[src/rtl/des_entry_pkg.sv]
// Shared constants and FSM encoding for the hex digit entry buffer feeding the DES stage.
package des_entry_pkg;

    localparam int NIBBLE_COUNT = 16;
    localparam int COUNT_W      = 5;
    localparam int BLOCK_W      = 64;

    typedef enum logic [1:0] {
        EMPTY   = 2'd0,
        PARTIAL = 2'd1,
        FULL    = 2'd2
    } entry_state_t;

endpackage

[src/rtl/button_conditioner.sv]
// One active-low push button: 2-flop synchronizer, optional debounce (KEYPAD_DEBOUNCE_EN),
// and a falling-edge press pulse decoded only from registers.
module button_conditioner
`ifdef KEYPAD_DEBOUNCE_EN
#(
    parameter logic [19:0] DEBOUNCE_CYCLES = 20'd1000000
)
`endif
(
    input  logic clk,
    input  logic rst_n,
    input  logic btn_n,
    output logic press
);

    logic       s1_reg;
    logic       s2_reg;
    logic       prev_reg;
    logic       armed_reg;
    logic [1:0] fill_reg;
    logic       level;

    always_ff @(posedge clk or negedge rst_n) begin
        if (!rst_n) begin
            s1_reg   <= 1'b1;
            s2_reg   <= 1'b1;
            fill_reg <= 2'b00;
        end else begin
            s1_reg   <= btn_n;
            s2_reg   <= s1_reg;
            fill_reg <= {fill_reg[0], 1'b1};
        end
    end

    // Presses are only honoured once a genuinely sampled released level has been seen,
    // so a button held through reset cannot fire on release of reset.
    always_ff @(posedge clk or negedge rst_n) begin
        if (!rst_n) begin
            armed_reg <= 1'b0;
        end else if (fill_reg[1] && s2_reg) begin
            armed_reg <= 1'b1;
        end
    end

`ifdef KEYPAD_DEBOUNCE_EN
    logic        level_reg;
    logic [19:0] cnt_reg;

    always_ff @(posedge clk or negedge rst_n) begin
        if (!rst_n) begin
            level_reg <= 1'b1;
            cnt_reg   <= 20'd0;
        end else if (s2_reg == level_reg) begin
            cnt_reg <= 20'd0;
        end else if (cnt_reg == DEBOUNCE_CYCLES - 20'd1) begin
            level_reg <= s2_reg;
            cnt_reg   <= 20'd0;
        end else begin
            cnt_reg <= cnt_reg + 20'd1;
        end
    end

    assign level = level_reg;
`else
    assign level = s2_reg;
`endif

    always_ff @(posedge clk or negedge rst_n) begin
        if (!rst_n) begin
            prev_reg <= 1'b1;
        end else begin
            prev_reg <= level;
        end
    end

    assign press = armed_reg & prev_reg & ~level;

endmodule

[src/rtl/hex_entry_buffer.sv]
// Collects up to 16 hex digits from switches and three buttons into a 64-bit block.
// Build with KEYPAD_DEBOUNCE_EN defined to debounce the buttons for DEBOUNCE_CYCLES cycles.
module hex_entry_buffer
    import des_entry_pkg::*;
#(
    parameter logic [19:0] DEBOUNCE_CYCLES = 20'd1000000
)(
    input  logic               iCLK,
    input  logic               iRST_N,
    input  logic [3:0]         iNIBBLE,
    input  logic               iLOAD_N,
    input  logic               iBACK_N,
    input  logic               iCLEAR_N,
    output logic [BLOCK_W-1:0] oVALUE,
    output logic [COUNT_W-1:0] oCOUNT,
    output logic               oFULL,
    output logic               oCHANGED
);

    localparam logic [COUNT_W-1:0] LAST_SLOT = COUNT_W'(NIBBLE_COUNT - 1);

    logic               load_press;
    logic               back_press;
    logic               clear_press;
    logic [3:0]         nib_s1_reg;
    logic [3:0]         nib_s2_reg;
    entry_state_t       state_reg;
    entry_state_t       state_next;
    logic [COUNT_W-1:0] count_reg;
    logic [3:0]         digit_reg [NIBBLE_COUNT];
    logic               changed_reg;
    logic               do_clear;
    logic               do_back;
    logic               do_load;

    // The length only matters when the debounce stage is built in.
    if (DEBOUNCE_CYCLES == 20'd0) begin : g_debounce_zero
    end

`ifdef KEYPAD_DEBOUNCE_EN
    button_conditioner #(.DEBOUNCE_CYCLES(DEBOUNCE_CYCLES)) u_load  (.clk(iCLK), .rst_n(iRST_N), .btn_n(iLOAD_N),  .press(load_press));
    button_conditioner #(.DEBOUNCE_CYCLES(DEBOUNCE_CYCLES)) u_back  (.clk(iCLK), .rst_n(iRST_N), .btn_n(iBACK_N),  .press(back_press));
    button_conditioner #(.DEBOUNCE_CYCLES(DEBOUNCE_CYCLES)) u_clear (.clk(iCLK), .rst_n(iRST_N), .btn_n(iCLEAR_N), .press(clear_press));
`else
    button_conditioner u_load  (.clk(iCLK), .rst_n(iRST_N), .btn_n(iLOAD_N),  .press(load_press));
    button_conditioner u_back  (.clk(iCLK), .rst_n(iRST_N), .btn_n(iBACK_N),  .press(back_press));
    button_conditioner u_clear (.clk(iCLK), .rst_n(iRST_N), .btn_n(iCLEAR_N), .press(clear_press));
`endif

    always_ff @(posedge iCLK or negedge iRST_N) begin
        if (!iRST_N) begin
            nib_s1_reg <= 4'h0;
            nib_s2_reg <= 4'h0;
        end else begin
            nib_s1_reg <= iNIBBLE;
            nib_s2_reg <= nib_s1_reg;
        end
    end

    always_ff @(posedge iCLK or negedge iRST_N) begin
        if (!iRST_N) begin
            state_reg <= EMPTY;
        end else begin
            state_reg <= state_next;
        end
    end

    always_comb begin
        state_next = state_reg;
        if (do_clear) begin
            state_next = EMPTY;
        end else if (do_back) begin
            state_next = (count_reg == COUNT_W'(1)) ? EMPTY : PARTIAL;
        end else if (do_load) begin
            state_next = (count_reg == LAST_SLOT) ? FULL : PARTIAL;
        end
    end

    // Priority is over raw presses: a backspace that arrives with a load wins even when EMPTY.
    always_comb begin
        do_clear = clear_press;
        do_back  = 1'b0;
        do_load  = 1'b0;
        if (!clear_press) begin
            if (back_press) begin
                do_back = (state_reg != EMPTY);
            end else if (load_press) begin
                do_load = (state_reg != FULL);
            end
        end
        oFULL = (state_reg == FULL);
    end

    always_ff @(posedge iCLK or negedge iRST_N) begin
        if (!iRST_N) begin
            count_reg   <= '0;
            changed_reg <= 1'b0;
        end else begin
            changed_reg <= do_clear | do_back | do_load;
            if (do_clear) begin
                count_reg <= '0;
            end else if (do_back) begin
                count_reg <= count_reg - COUNT_W'(1);
            end else if (do_load) begin
                count_reg <= count_reg + COUNT_W'(1);
            end
        end
    end

    for (genvar gi = 0; gi < NIBBLE_COUNT; gi++) begin : g_digit
        always_ff @(posedge iCLK or negedge iRST_N) begin
            if (!iRST_N) begin
                digit_reg[gi] <= 4'h0;
            end else if (do_clear) begin
                digit_reg[gi] <= 4'h0;
            end else if (do_back && count_reg == COUNT_W'(gi + 1)) begin
                digit_reg[gi] <= 4'h0;
            end else if (do_load && count_reg == COUNT_W'(gi)) begin
                digit_reg[gi] <= nib_s2_reg;
            end
        end
        assign oVALUE[BLOCK_W - 1 - 4 * gi -: 4] = digit_reg[gi];
    end

    assign oCOUNT   = count_reg;
    assign oCHANGED = changed_reg;

endmodule
[config.mk]
export PLATFORM = sky130hd
export DESIGN_NAME = hex_entry_buffer
export DESIGN_NICKNAME = d
export VERILOG_FILES = /design/src/rtl/des_entry_pkg.sv /design/src/rtl/button_conditioner.sv /design/src/rtl/hex_entry_buffer.sv
export SDC_FILE = /design/constraint.sdc
export NUM_CORES = 1
export LEC_CHECK = 0
export ABC_CLOCK_PERIOD_IN_PS = 2600
export CAP_MARGIN = 5
export CORE_MARGIN = 10
export CORE_UTILIZATION = 40
export DETAILED_ROUTE_END_ITERATION = 8
export GPL_TIMING_DRIVEN = 0
export PLACE_DENSITY = 0.69
export SLEW_MARGIN = 20
export SYNTH_ARGS = -nofsm -noshare
export SYNTH_HDL_FRONTEND = slang
export SYNTH_HIERARCHICAL = 1
export SYNTH_SLANG_ARGS = --single-unit
[constraint.sdc]
create_clock -name iCLK -period 2.6 [get_ports iCLK]
set_input_delay 0.52 -clock iCLK [delete_from_list [all_inputs] [get_ports iCLK]]
set_output_delay 0.52 -clock iCLK [all_outputs]
set_load 0.01 [all_outputs]
==> flow_metrics.tcl, run 1 <==
set metrics [dict create \
    synthAdderAreaFrac_pct 2.12 \
    hpwl_um 7100 \
    synth_nets 353 \
    drive_above_1_share_pct 11.3 \
    avgSynthCellArea_um2 12.3 \
    final_util_pct 52.3 \
    min_path_type "input port to async pin" \
    clkTransAtPathRegs_ns 0.10 \
    ios 80 \
    layout.nets 444 \
    yosys_most_used_dff "dfrtp_1" \
    worst_pin_slew_ns 0.652 \
    maxCapViolations 0 \
    yosys_register_bits 98 \
    postCtsHoldBufs 0 \
    p_per_area_nw_per_um2 642 \
    detail_route.wl_per_cell_um 17.2 \
    post_cts_resized 0 \
    synth_top_area_share_pct 53.8 \
    syn_inst 337 \
    pre_cts_ws_ns 0.438 \
    io_buffer_count 79 \
    cts_sinks 98 \
    ant_nets 0 \
    synth_mux_area_share_pct 15.3 \
    synthSimpleGateAreaFrac_pct 14.2 \
    ys_seq_area_share_pct 59.5 \
    track_usage_pct 13.6 \
    die_x_um 122 \
    num_rows 37 \
    rsz0062_at_grt "no" \
    dpl.cell_count 553 \
    synth-compound-area-share_pct 6.13 \
    place.gp.congestion 0.837 \
    final_cells 569 \
    root_buffer "clkbuf_8" \
    grt_max_degree 61 \
    hold_viol 0 \
    coreArea_um2 10200 \
    routed_wl_um 9780 \
    whs_ns 0.0562 \
    die_area_um2 14800 \
    drt-vias-per-instance 4.95 \
    worst_slack_ns 0.275 \
    num_antenna_cells 0 \
    grt_pass1_wl_um 16200 \
    dr.pass1.iters 4 \
    clock_path_buffers 2 \
    yosys.area.top_type "dfrtp_1" \
    setup_violations 0 \
    status "complete, no violations" \
    relSlewSlack_pct 56.5 \
    areaGrowthSynthToFinish_pct 28.6 \
    drt_iter0_drc 152 \
    start_util_pct 40.7 \
    via_count 2819 \
    clock_latency_ns 0.36 \
    min_period_ns 2.33 \
    power.total_uw 3420 \
    postCtsSetupBuffers 0 \
    ys.warnings.count 6 \
    fin_skew_ns 0.0115 \
    synth_cell_types 39 \
    antenna_found_initial 0 \
    cp.required_ns 2.08 \
    async_flop_share_pct 100 \
    fmax_ghz 0.430 \
    slew_viol_final 0 \
    remaining_drc_errors 0 \
    crit_path_end_kind "output port" \
    synthTopCellsByArea "dfrtp_1 (54%), mux2i_1 (15%), nor2_1 (5.8%)" \
    critPathKind "flop to output port" \
    synth_common_cells "dfrtp_1 (89), nor2_1 (64), mux2i_1 (62), nand4_1 (12)" \
    synthXorXnorAreaFrac_pct 0.846 \
    grt_overflow 0 \
    period_share_pct 89.4 \
    yosysMostFrequentCell "dfrtp_1" \
    synth_area_um2 4140 \
    ir_drop_mv 0.313 \
    synth-edff-count 0 \
    cp_max_fo 6 \
    p_leak_uw 0.00271 \
    tritoncts "done" \
    synth_top_family_by_area "multiplexers" \
    cts_buffers 9 \
    largest_reg_flops 64 \
    cp-start-kind "flop" \
    worstPathArrival_ns 1.81 \
    cts-htree-levels 3 \
    grt_pass1_vias 2996 \
    die_y_um 122 \
]
## power by group
part           switching, uW  internal [uW]  total (uW)
combinational            427            323         751
sequential              86.7           1620        1710
clock                    543            415         957
total                   1060           2360        3420
## worst max-delay path, stage by stage, from the launching register on
cell,delay (ns)
dfrtp_1,0.43
nand2b_2,0.25
inv_2,0.18
clkdlybuf4s50_1,0.59
## layout by cell type (no fill, tap or decap), types with 4 or more instances in the layout
| cell type | n |
|---|---|
| ha_1 | 7 |
| clkbuf_8 | 11 |
| nor2_1 | 64 |
| a21o_1 | 9 |
| nand4_1 | 12 |
| nand3_1 | 5 |
| dfrtp_1 | 89 |
| clkbuf_1 | 8 |
| buf_2 | 5 |
| nor2b_1 | 6 |
| nand2_1 | 5 |
| a21oi_1 | 6 |
| a41o_1 | 4 |
| clkdlybuf4s50_1 | 78 |
| dfstp_2 | 9 |
| mux2i_1 | 62 |
## path summary, 6_finish.rpt
kind	from	endpoint	slack, ns	depth (start not counted)
worst min register to register	u_back/fill_reg[0]$_DFF_PN0_	u_back/fill_reg[1]$_DFF_PN0_	0.35	0
min in group iCLK	u_back/fill_reg[0]$_DFF_PN0_	u_back/fill_reg[1]$_DFF_PN0_	0.35	0
worst max-delay path	state_reg[0]$_DFFE_PN0P_	oFULL	0.27	3
worst max register to register	oCOUNT[0]$_DFFE_PN0P_	oVALUE[14]$_DFFE_PN0P_	0.43	6
worst min-delay path	iRST_N	u_clear/armed_reg$_DFFE_PN0P_	0.06	1
max in group asynchronous	iRST_N	u_back/prev_reg$_DFF_PN1_	1.90	2
## kinds of logic after synthesis
kind of cell,after synthesis
muxes,63
other,3
and+or+nand+nor,112
DFF,98
xor gates and xnor gates,4
buffers and inverters,17
adders and majority gates,7
AOI/OAI and AO/OA,33
## routing by layer
metal | global-route usage (%) | share of wire (%) | wire length [um]
met3 | 3.38 | 6.3 | 611
met4 | 4.32 | 0.99 | 97
met5 | 0 | 0 | 0
met1 | 18.1 | 45 | 4440
met2 | 21.4 | 47 | 4620
## area by class of cell
class | count | area (um^2)
clock inverters | 5 | 43.8
multi-input cells | 222 | 1610
plain buffers | 13 | 55.1
flip-flops and latches | 98 | 2460
inverters | 4 | 15.0
clock buffers | 11 | 151
fillers | 894 | 4860
repair buffers | 80 | 820
well taps | 136 | 170
## per-stage QoR
step,instance area (um^2),setup TNS (ns)
2_1_floorplan,4140,0
3_3_place_gp,5100,-232.42
3_5_place_dp,5130,0
4_1_cts,5330,0
5_1_grt,5330,0
6_report,5330,0
No activity file was read; power rests on OpenSTA's default activity.
==> inputs of run 2 (changes only) <==
Settings changed: ABC_AREA set to 1.
==> flow_metrics.tcl, run 2 <==
set metrics [dict create \
    drt-vias-per-instance 4.72 \
    grt_overflow 0 \
    ys.warnings.count 6 \
    switching_share_pct 31.1 \
    async_flop_share_pct 100 \
    clock_latency_ns 0.36 \
    remaining_drc_errors 0 \
    cp_max_fo 3 \
    crit_path_end_kind "output port" \
    fin_skew_ns 0.00772 \
    cts_buffers 9 \
    cp-start-kind "flop" \
    ios 80 \
    pwr-share-seq_pct 47.2 \
    dpl.cell_count 683 \
    slowest_delay_ns 0.55 \
    post_cts_resized 0 \
    clkPwrFrac_pct 29.2 \
    postCtsHoldBufs 0 \
    die_x_um 123 \
    placed_area_um2 5200 \
    p_per_area_nw_per_um2 673 \
    layout.nets 574 \
    ant_nets 0 \
    synth_common_cells "nand2_1 (162), dfrtp_1 (89), a21oi_1 (58), inv_1 (36), nor2_1 (16)" \
    drive_above_1_share_pct 10.7 \
    largest_reg_flops 64 \
    antenna_found_initial 0 \
    cts-htree-levels 3 \
    mostFrequentLayoutCells "nand2_1 (162), dfrtp_1 (89), clkdlybuf4s50_1 (78)" \
    power_frac_comb_pct 23.6 \
    crit_top_cell "inv_1" \
    final_common_cell "nand2_1" \
    syn_inst 467 \
    rsz0062_at_grt "no" \
    die_y_um 123 \
    r2r_setup_slack_ns 0.69 \
    status "complete, no violations" \
    worst_pin_slew_ns 0.592 \
    synth-edff-count 0 \
    critPathTopFamily "buffers and inverters" \
    crit_path_cell_trace "inv_1, nand2_1, inv_1, clkdlybuf4s50_1" \
    clkTransAtPathRegs_ns 0.09 \
    drt_iter0_drc 255 \
    routed_wl_um 9820 \
    critPathBufInv 3 \
    maxCapViolations 0 \
    setup_tns_ns 0 \
    dr.pass1.iters 4 \
    grt_max_degree 52 \
    die_area_um2 15000 \
    num_rows 37 \
    final_cells 699 \
    cts_sinks 98 \
    internal_power_uw 2520 \
    detail_route.wl_per_cell_um 14.0 \
    min_period_ns 2.05 \
    ys_seq_area_share_pct 58.5 \
    synth_nets 483 \
    grt_pass1_vias 3387 \
    yosys_most_used_dff "dfrtp_1" \
    root_buffer "clkbuf_8" \
    yosysMostFrequentCell "nand2_1" \
    ir_drop_mv 0.323 \
    worstPathArrival_ns 1.53 \
    avgSynthCellArea_um2 9.02 \
    relSlewSlack_pct 60.1 \
    synth_cell_types 25 \
    yosys_register_bits 98 \
    grt_pass1_wl_um 16300 \
    num_antenna_cells 0 \
    power.total_uw 3650 \
    via_count 3296 \
    p_switching_uw 1130 \
    cp.required_ns 2.08 \
    synthTopCellsByArea "dfrtp_1 (53%), nand2_1 (14%), a21oi_1 (6.9%)" \
    fmax_ghz 0.488 \
    setup_violations 0 \
    io_buffer_count 79 \
    min_path_type "input port to async pin" \
    final_area_um2 5420 \
    hpwl_um 7480 \
    coreArea_um2 10300 \
    synth_area_um2 4210 \
    clock_path_buffers 2 \
    postCtsSetupBuffers 0 \
    synth_top_area_share_pct 52.9 \
    track_usage_pct 13.5 \
    slew_viol_final 0 \
    p_leak_uw 0.00228 \
    place.gp.congestion 0.841 \
    start_util_pct 41.0 \
    areaGrowthSynthToFinish_pct 28.7 \
    yosys.area.top_type "dfrtp_1" \
    critPathKind "flop to output port" \
    hold_viol 0 \
    tritoncts "done" \
    period_share_pct 78.8 \
    critPathSlowestCell "clkdlybuf4s50_1" \
]
[run 2: final cells by class]
| type | instances | area, um^2 |
|---|---|---|
| Fill cell | 978 | 4860 |
| Sequential cell | 98 | 2460 |
| Multi-Input combinational cell | 318 | 1530 |
| Timing Repair Buffer | 80 | 820 |
| Tap cell | 136 | 170 |
| Inverter | 40 | 150 |
| Clock buffer | 10 | 128 |
| Clock inverter | 6 | 91.3 |
| Buffer | 11 | 66.3 |
[run 2: stage by stage]
stage          hold slack (ns)  util (%)  setup slack [ns]
5_1_grt                 0.0948      52.8             0.447
3_5_place_dp             0.335      50.6             0.726
4_1_cts                 0.0873      52.8             0.527
3_3_place_gp             0.332      50.3             -2.45
2_1_floorplan            0.224         -              1.01
6_report                0.0830      52.8             0.552
[run 2: logic make-up after synthesis]
logic type               after synthesis  share of synthesized area, %
AO/OA/AOI/OAI                         88                          10.5
XOR/XNOR                               3                         0.624
adder cells (fa/ha/maj)                7                          2.08
buffers and inverters                 51                          5.14
flip-flops                            98                          58.5
other                                  3                         0.267
AND/OR/NAND/NOR                      217                          22.9
[run 2: per-layer routing]
metal,track usage (%),routed length [um]
met5,0,0
met3,4.45,704
met1,16.8,4350
met4,3.31,78
met2,22.3,4690
[run 2: final timing paths]
kind,startpoint,to,cells past startpoint
setup / recovery,state_reg[0]$_DFFE_PN0P_,oFULL,4
hold / removal,iRST_N,oVALUE[45]$_DFFE_PN0P_,1
setup reg to reg,u_back/prev_reg$_DFF_PN1_,oVALUE[0]$_DFFE_PN0P_,6
hold reg to reg,nib_s1_reg[1]$_DFF_PN0_,nib_s2_reg[1]$_DFF_PN0_,0
max in group asynchronous,iRST_N,u_clear/s1_reg$_DFF_PN1_,2
min in group iCLK,nib_s1_reg[1]$_DFF_PN0_,nib_s2_reg[1]$_DFF_PN0_,0
[run 2: power by group through the flow]
stage / clock network [uW] / registers [uW] / logic (uW)
detailed placement: 0 / 1750 / 876
global route: 1170 / 1740 / 978
finish: 1070 / 1720 / 863
CTS: 1090 / 1720 / 879
global placement: 0 / 1750 / 853
floorplan: 0 / 1770 / 494
[run 2: worst register-to-register path: stages, from the launching register on]
cell     delay [ns]
dfstp_2        0.52
nand2_1        0.05
nor2_2         0.16
nand2_2        0.18
buf_2          0.24
o21ai_0        0.51
nor2_1         0.11
